$ cat src/rtl/riscv_ifu.sv
// riscv_ifu: instruction fetch unit.
//
// Walks a sequential fetch PC and issues single-beat AXI4 reads. Returned words
// are kept in a small in-order FIFO and presented to the decode stage on the
// ifu_vld/ifu_addr/ifu_data/ifu_fault interface. A redirect flushes the FIFO
// and restarts fetch at the new address. Any response to a request issued
// before the redirect is counted in drop_cnt and thrown away when it arrives.
//
// Ports:
//   clock, reset_n           clock (rising edge), asynchronous active-low reset
//   redir_vld, redir_addr    redirect request and target (bits [1:0] ignored)
//   arvalid/arready/araddr   AXI4 AR channel; arlen/arsize/arburst are constant
//   rvalid/rready/rdata/rresp AXI4 R channel; rready is tied high
//   ifu_vld/ifu_rdy          instruction handshake with the decode stage
//   ifu_addr/ifu_data        PC and word at the FIFO head
//   ifu_fault                head word came back with rresp != OKAY
//
// Optional build feature (macro RISCV_IFU_PERF_EN):
//   perf_fetch_cnt           +1 per instruction popped
//   perf_stall_cnt           +1 per cycle with the FIFO empty and no redirect

module riscv_ifu #(
    parameter logic [31:0] RESET_ADDR      = 32'h0000_0000,
    parameter int          FIFO_DEPTH      = 4,
    parameter int          MAX_OUTSTANDING = 2
) (
    input  logic        clock,
    input  logic        reset_n,
    input  logic        redir_vld,
    input  logic [31:0] redir_addr,
    output logic        arvalid,
    input  logic        arready,
    output logic [31:0] araddr,
    output logic [7:0]  arlen,
    output logic [2:0]  arsize,
    output logic [1:0]  arburst,
    input  logic        rvalid,
    output logic        rready,
    input  logic [31:0] rdata,
    input  logic [1:0]  rresp,
    output logic        ifu_vld,
    input  logic        ifu_rdy,
    output logic [31:0] ifu_addr,
    output logic [31:0] ifu_data,
    output logic        ifu_fault
`ifdef RISCV_IFU_PERF_EN
    ,
    output logic [31:0] perf_fetch_cnt,
    output logic [31:0] perf_stall_cnt
`endif
);

    localparam int PTR_W  = $clog2(FIFO_DEPTH);
    localparam int CNT_W  = $clog2(FIFO_DEPTH + 1);
    localparam int OUT_W  = $clog2(MAX_OUTSTANDING + 1);
    localparam int DROP_W = $clog2(MAX_OUTSTANDING + 2);

    localparam logic [OUT_W-1:0] MAX_OUT  = OUT_W'(MAX_OUTSTANDING);
    localparam logic [31:0]      DEPTH_32 = 32'(FIFO_DEPTH);

    logic [31:0]       fetch_pc;
    logic [31:0]       resp_pc;
    logic [31:0]       stale_addr;
    logic              ar_stale;
    logic              arvalid_q;
    logic [OUT_W-1:0]  outstanding;
    logic [OUT_W-1:0]  out_next;
    logic [DROP_W-1:0] drop_cnt;
    logic [DROP_W-1:0] drop_next;
    logic [CNT_W-1:0]  fifo_count;
    logic [CNT_W-1:0]  cnt_next;
    logic [PTR_W-1:0]  rd_ptr;
    logic [PTR_W-1:0]  wr_ptr;

    logic [31:0]           fifo_addr [FIFO_DEPTH];
    logic [31:0]           fifo_data [FIFO_DEPTH];
    logic [FIFO_DEPTH-1:0] fifo_fault;

    logic        fifo_empty;
    logic        ar_fire;
    logic        ar_hold;
    logic        push;
    logic        pop;
    logic        arvalid_next;
    logic [31:0] redir_pc;
    logic [31:0] pending_sum;
    logic        unused_redir_bits;

    assign redir_pc          = {redir_addr[31:2], 2'b00};
    assign unused_redir_bits = ^redir_addr[1:0];

    assign fifo_empty = (fifo_count == '0);
    assign ar_fire    = arvalid_q && arready;
    assign ar_hold    = arvalid_q && !arready;

    // A beat is discarded if it arrives in a redirect cycle or while older
    // stale requests are still being drained.
    assign push = rvalid && !redir_vld && (drop_cnt == '0);
    assign pop  = ifu_vld && ifu_rdy;

    assign arvalid = arvalid_q;
    // A request held across a redirect keeps its original address until accepted.
    assign araddr  = ar_stale ? stale_addr : fetch_pc;
    assign arlen   = 8'd0;
    assign arsize  = 3'b010;
    assign arburst = 2'b01;
    assign rready  = 1'b1;

    assign ifu_vld   = !fifo_empty && !redir_vld;
    assign ifu_addr  = fifo_addr[rd_ptr];
    assign ifu_data  = fifo_data[rd_ptr];
    assign ifu_fault = ifu_vld && fifo_fault[rd_ptr];

    // Next-state bookkeeping. FIFO space is reserved when a request is issued,
    // so the issue check looks at buffered plus in-flight words after this
    // cycle's updates.
    always_comb begin
        out_next = outstanding;
        if (ar_fire && !rvalid) begin
            out_next = outstanding + OUT_W'(1);
        end else if (!ar_fire && rvalid) begin
            out_next = outstanding - OUT_W'(1);
        end

        cnt_next = fifo_count;
        if (redir_vld) begin
            cnt_next = '0;
        end else if (push && !pop) begin
            cnt_next = fifo_count + CNT_W'(1);
        end else if (!push && pop) begin
            cnt_next = fifo_count - CNT_W'(1);
        end

        drop_next = drop_cnt;
        if (redir_vld) begin
            drop_next = DROP_W'(out_next) + DROP_W'(ar_hold);
        end else if (rvalid && (drop_cnt != '0)) begin
            drop_next = drop_cnt - DROP_W'(1);
        end

        pending_sum  = 32'(cnt_next) + 32'(out_next);
        arvalid_next = ar_hold || ((out_next < MAX_OUT) && (pending_sum < DEPTH_32));
    end

    // Control state: PCs, counters, pointers and the AR request register.
    always_ff @(posedge clock or negedge reset_n) begin
        if (!reset_n) begin
            fetch_pc    <= RESET_ADDR;
            resp_pc     <= RESET_ADDR;
            stale_addr  <= '0;
            ar_stale    <= 1'b0;
            arvalid_q   <= 1'b0;
            outstanding <= '0;
            drop_cnt    <= '0;
            fifo_count  <= '0;
            rd_ptr      <= '0;
            wr_ptr      <= '0;
        end else begin
            arvalid_q   <= arvalid_next;
            outstanding <= out_next;
            drop_cnt    <= drop_next;
            fifo_count  <= cnt_next;

            if (redir_vld && ar_hold) begin
                ar_stale   <= 1'b1;
                stale_addr <= araddr;
            end else if (ar_fire) begin
                ar_stale <= 1'b0;
            end

            if (redir_vld) begin
                fetch_pc <= redir_pc;
            end else if (ar_fire && !ar_stale) begin
                fetch_pc <= fetch_pc + 32'd4;
            end

            if (redir_vld) begin
                resp_pc <= redir_pc;
                rd_ptr  <= '0;
                wr_ptr  <= '0;
            end else begin
                if (push) begin
                    resp_pc <= resp_pc + 32'd4;
                    wr_ptr  <= wr_ptr + PTR_W'(1);
                end
                if (pop) begin
                    rd_ptr <= rd_ptr + PTR_W'(1);
                end
            end
        end
    end

    // FIFO storage; validity is tracked by fifo_count so no reset is needed.
    always_ff @(posedge clock) begin
        if (push) begin
            fifo_addr[wr_ptr]  <= resp_pc;
            fifo_data[wr_ptr]  <= rdata;
            fifo_fault[wr_ptr] <= (rresp != 2'b00);
        end
    end

`ifdef RISCV_IFU_PERF_EN
    // Free-running performance counters, cleared only by reset.
    always_ff @(posedge clock or negedge reset_n) begin
        if (!reset_n) begin
            perf_fetch_cnt <= '0;
            perf_stall_cnt <= '0;
        end else begin
            if (pop) begin
                perf_fetch_cnt <= perf_fetch_cnt + 32'd1;
            end
            if (fifo_empty && !redir_vld) begin
                perf_stall_cnt <= perf_stall_cnt + 32'd1;
            end
        end
    end
`endif

endmodule
$ cat config.mk
export PLATFORM = sky130hd
export DESIGN_NAME = riscv_ifu
export DESIGN_NICKNAME = d
export VERILOG_FILES = /design/src/rtl/riscv_ifu.sv
export SDC_FILE = /design/constraint.sdc
export NUM_CORES = 1
export LEC_CHECK = 0
export ABC_CLOCK_PERIOD_IN_PS = 4500
export BUFFER_PORTS_ARGS = -buffer_cell sky130_fd_sc_hd__buf_2
export CORE_ASPECT_RATIO = 0.8
export CORE_MARGIN = 10
export CORE_UTILIZATION = 58
export CTS_CLUSTER_DIAMETER = 80
export DETAILED_ROUTE_END_ITERATION = 10
export PLACE_DENSITY = 0.8
export SLEW_MARGIN = 20
export SYNTH_ARGS = -nofsm -noshare
export SYNTH_HDL_FRONTEND = slang
export SYNTH_SLANG_ARGS = --single-unit
$ cat constraint.sdc
create_clock -name clock -period 4.5 [get_ports clock]
set_clock_uncertainty 0.05 [all_clocks]
set_input_delay 0.45 -clock clock [delete_from_list [all_inputs] [get_ports clock]]
set_output_delay 0.45 -clock clock [all_outputs]
set_load 0.01 [all_outputs]
# Word-level counts from Yosys, hierarchy flattened
# Memories as Yosys holds them, arrays and structs flattened.
# Index checks and enable logic that the tools add are counted.
# word_totals
register_bits,113
output_inout_bits,113
ramBits,256
latchBits,0
elab_cells,88
romBits,0
inputBits,72
n_memories,2
# op_classes
n_reduce_logical,34
mul,0
shifts,0
n_div,0
mux,25
n_addsub,11
n_eq_ne,0
bitwise,0
magnitude_cmp,5
# memory_table
name,words,word_bits,rd,rd_clocked_by_memory_dff,wr,line,source
fifo_addr,4,32,1,0,1,75,logic [31:0] fifo_addr [FIFO_DEPTH];
fifo_data,4,32,1,0,1,76,logic [31:0] fifo_data [FIFO_DEPTH];
# ops
cell,count
32-bit 2-to-1 mux,5
"32-bit by 3-bit adder with 32-bit output, second input constant",2
1-bit logical AND,16
2-bit 2-to-1 mux,8
2-bit nonzero test,7
3-bit 2-to-1 mux,3
1-bit zero test,8
"2-bit by 1-bit adder with 2-bit output, second input constant",3
"2-bit by 3-bit < comparator with 1-bit output, second input constant",2
1-bit 2-to-1 mux,6
3-bit by 2-bit adder with 4-bit output,1
4-bit bitwise mux,1
"4-bit by 3-bit < comparator with 1-bit output, second input constant",1
"2-bit by 1-bit subtractor with 2-bit output, second input constant",2
"3-bit by 1-bit adder with 3-bit output, second input constant",1
3-bit zero test,1
"3-bit by 1-bit subtractor with 3-bit output, second input constant",1
2-bit by 1-bit adder with 2-bit output,1
1-bit binary-select mux with 2-bit select,1
1-bit demux with 2-bit select,1
"2-bit by 1-bit greater-or-equal comparator with 1-bit output, second input constant",1
2-bit zero test,1
"2-bit < comparator, second input constant",1
1-bit logical OR,1

# Depth between registers and ports, before layout
# depth
word_depth,12
depth_mapped,11
ltp_nobuf,11

# Least setup slack after synthesis
# Ideal clock, no wire load.
# synth_path
path_kind,register -> register
start,register drop_cnt[0]
end,memory fifo_addr[0][10] (enable)
synth_period_minus_slack_ns,3.101
setup_ns,0.428
n_path_buf,1
required_ns,4.022
slack_ns,1.399
path_stages_with_launch,6
arrival_ns,2.623
path_cell_list,dfrtp_1 -> inv_1 -> ha_1 -> and2_1 -> clkbuf_1 -> and3_1
# synth_between
elab_chain_cells,4
# synth_rtl
element,line,source
from (decl),68,logic [DROP_W-1:0] drop_cnt;
from (signal assigned),161,drop_cnt <= drop_next;
2-bit zero test,98,assign push = rvalid && !redir_vld && (drop_cnt == '0);
1-bit logical AND,98,
1-bit 2-to-1 mux,195,if (push) begin
1-bit 2-to-1 mux (not written as such),196,fifo_addr[wr_ptr] <= resp_pc;
to (decl),75,
# No other way between the ends.

# Final worst setup path
# layout_path
start,register rd_ptr[0]
end,output port ifu_addr[15]
# layout_between
elab_chain_cells,1
# layout_rtl
element,line,source
from (decl),72,logic [PTR_W-1:0] rd_ptr;
from (signal assigned),187,rd_ptr <= rd_ptr + PTR_W'(1);
memory 4 x 32 bit,n/a,
to (decl),43,"output logic [31:0] ifu_addr,"
# No other way between the ends.

==> reports/metrics.cfg <==
[outcome]
outcome=complete, no violations

[sta]
finalHoldViolCount=0
min_period_ns=3.07
fin_crit_sh=0.683
worstMarginPinSlew_ns=0.930
fin_setup_tns_ns=0
relSlewSlack=0.380
fmax_mhz=325
drv_slew=0
hold_slack_ns=0.0261
rsz0062_at_grt=no
fin_ws_ns=1.43
setup_viol=0

[pwr]
swShare=0.265
pwr-share-comb=0.201
totalPowerFinal_mw=8.98
clkPwrFrac=0.335
power_density_nw_per_um2=520
p_leak_nw=6.26
p_switching_mw=2.38
intPower_mw=6.60
ir_worst_vdd_mv=0.337
power_frac_seq=0.465

[clocking]
root_buffer=clkbuf_16
cts_tree=done
cts.repair.resized=0
htree_levels=2
postCtsHoldBufs=0
clk_latency_ns=0.52
cts_buffer_depth=3
clock-sinks=357
cts_made_buffers=35
cts_setup_buffers=0
clk_pin_slew_ns=0.06

[global_route]
track_usage=0.192
antenna_found_initial=2
grt_pass1_wl_mm=47.8
grt_start_max_net_pins=73
grt_pass1_vias=8334
grt_remaining_overflow=0

[synthesis]
ys_async_sr_fraction=0.294
syn-instance-count=871
synthTopCellsByArea=edfxtp_1 (51%), dfrtp_1 (18%), mux4_2 (9.5%), mux2_2 (6.3%), xor2_1 (1.9%)
syn_avg_cell_area_um2=17.1
yosysWarnings=0
synth-edff-count=252
ys.flop_type=edfxtp_1
yosysUniqueCellTypes=56
synth_top_area_frac=0.507
synth_seq_area_share=0.684
ys_ff_latch=357
synth_area_um2=14900
yosysTopAreaCell=edfxtp_1

[worst_setup_path]
crit_fanout=39
timing_worst_setup_path_type=flop to primary output
cp.required_ns=4.00
r2r_slack_ns=1.74
worst_r2r_endpoint=fifo_data[0][17]
cp-startpoint=rd_ptr[0]
reg2reg_from=drop_cnt[0]
worstRegToRegCells=5
startpoint_type=flop
cp.arrival_ns=2.57
worst_setup_path_end_kind=primary output
crit_end=ifu_addr[15]

[floorplanning]
std_cell_rows=52
boundaryPins=185
initial_core_util=0.589
die_w_um=199
core-area_um2=25300
die-area_um2=32600
die_y_um=163

[drt]
postRouteWirelength_mm=31.2
vias_per_cell=5.77
drtAntennaViolNets=0
via_count=8083
drc=0
avgRoutedWirePerCell_um=22.3
drt_iter0_markers=598
drt_pre_antenna_iters=5

[final_layout]
fin_area_um2=17300
layout.cells.non_filler=1400
syn_to_final_growth_pct=15.8
fin_util=0.682
nets=1131
regArea_um2=10200
num-fill-cells=1683
multi_input_area_um2=4460
drive_gt1_frac=0.370

[worst_hold_path]
hold_class=primary input to asynchronous set/reset pin

[run]
drv_cap=0

[placement]
dp.cells=1334
port_buffers=166
routabilityCongestion=0.873
pre_cts_ws_ns=1.73
place_area_um2=16100
dp_hpwl_mm=20.5

==> final cells by class <==
class	instances	area share
flip-flops and latches	357	0.591
multi-input cells	465	0.258
clock buffers	45	0.0559
repair buffers	178	0.0556
well taps	324	0.0235
clock inverters	19	0.0135
inverters	10	0.00217
diodes	2	0.000290
==> worst min-delay path by stage <==
stage / start / end / slack (ns) / cells after the start
after floorplan: reset_n / ar_stale / 0.10 / 0
after global placement: stale_addr[0] / stale_addr[0] / 0.41 / 1
after detailed placement: stale_addr[0] / stale_addr[0] / 0.42 / 1
after CTS: reset_n / resp_pc[11] / 0.05 / 1
after global routing: rdata[20] / fifo_data[3][20] / 0.09 / 1
final: reset_n / stale_addr[11] / 0.03 / 1
==> critical path: stages (launching register included) <==
cell and delay (ns):
dfrtp_4 0.98, buf_12 0.33, mux4_2 0.57, buf_2 0.16
==> cells in the final DEF (no fill, tap or decap), types with 3 or more instances in the layout <==
cell       netlist  routed
edfxtp_1       252     252
buf_2            2     165
dfrtp_1        105     103
mux2_2          83      83
mux4_2          63      63
clkbuf_16        0      36
nand2_1         35      35
xor2_1          32      32
xnor2_1         29      29
nor2_1          27      27
nand3_1         22      22
a21boi_0        21      21
nand4_1         17      17
conb_1           2      16
nand2b_1        15      15
a21oi_1         14      14
ha_1            12      12
buf_4           16      10
nor3_1           9       9
inv_1            9       9
nor4_1           9       9
clkinv_2         0       7
clkbuf_1        20       6
and3_2           1       5
and2_1           5       5
and3_1           9       5
o21ai_0          5       5
bufinv_16        0       5
clkinv_1         1       4
or2_2            3       3
mux2i_1          3       3
a31oi_1          3       3
nor2b_1          3       3
clkbuf_8         0       3
buf_12           0       3
==> synthesized netlist by cell type (3+ instances only) <==
cell type,instances
a21boi_0,21
mux4_2,63
nand2b_1,15
inv_1,9
nor4_1,9
mux2i_1,3
nand3_1,22
and2_1,5
xnor2_1,29
or2_2,3
ha_1,12
a31oi_1,3
nor2_1,27
xor2_1,32
a21oi_1,14
nor2b_1,3
clkbuf_1,20
nor3_1,9
mux2_2,83
buf_4,16
edfxtp_1,252
dfrtp_1,105
nand4_1,17
o21ai_0,5
nand2_1,35
and3_1,9
buf_1,13
==> state kept, by name, indices dropped and copies added, names as in the netlist, 3 cells and up <==
name        count
fifo_data     128
fifo_count      3
fetch_pc       30
fifo_fault      4
resp_pc        30
stale_addr     32
fifo_addr     120
==> cell families (layout without fill, tap and decap cells) <==
group	count (synthesis)	count (layout)	synth area share
flip-flops	357	357	0.684
AO/OA/AOI/OAI	53	53	0.0234
adder cells (fa/ha/maj)	14	14	0.0114
buffers and inverters	63	252	0.0210
XOR/XNOR	61	61	0.0358
other	2	18	0.000504
AND/OR/NAND/NOR	172	172	0.0644
multiplexers	149	149	0.160
==> power by group through the flow <==
stage	registers [mW]	clock network, mW	logic [mW]
floorplan	4.11	0	1.29
global placement	4.21	0	1.79
detailed placement	4.24	0	1.82
CTS	4.18	3.06	1.83
global route	4.22	3.18	1.99
finish	4.17	3.00	1.80
==> routing by layer <==
layer / routed length [um] / up-vias / share of wire / track usage
met4: 569 / 0 / 0.018 / 0.0533
met3: 2170 / 43 / 0.070 / 0.0403
li1: - / 3678 / - / -
met2: 14600 / 256 / 0.47 / 0.295
met1: 13800 / 4106 / 0.44 / 0.273
met5: 0 / - / 0 / 0
Power figures use the tool's default switching activity.
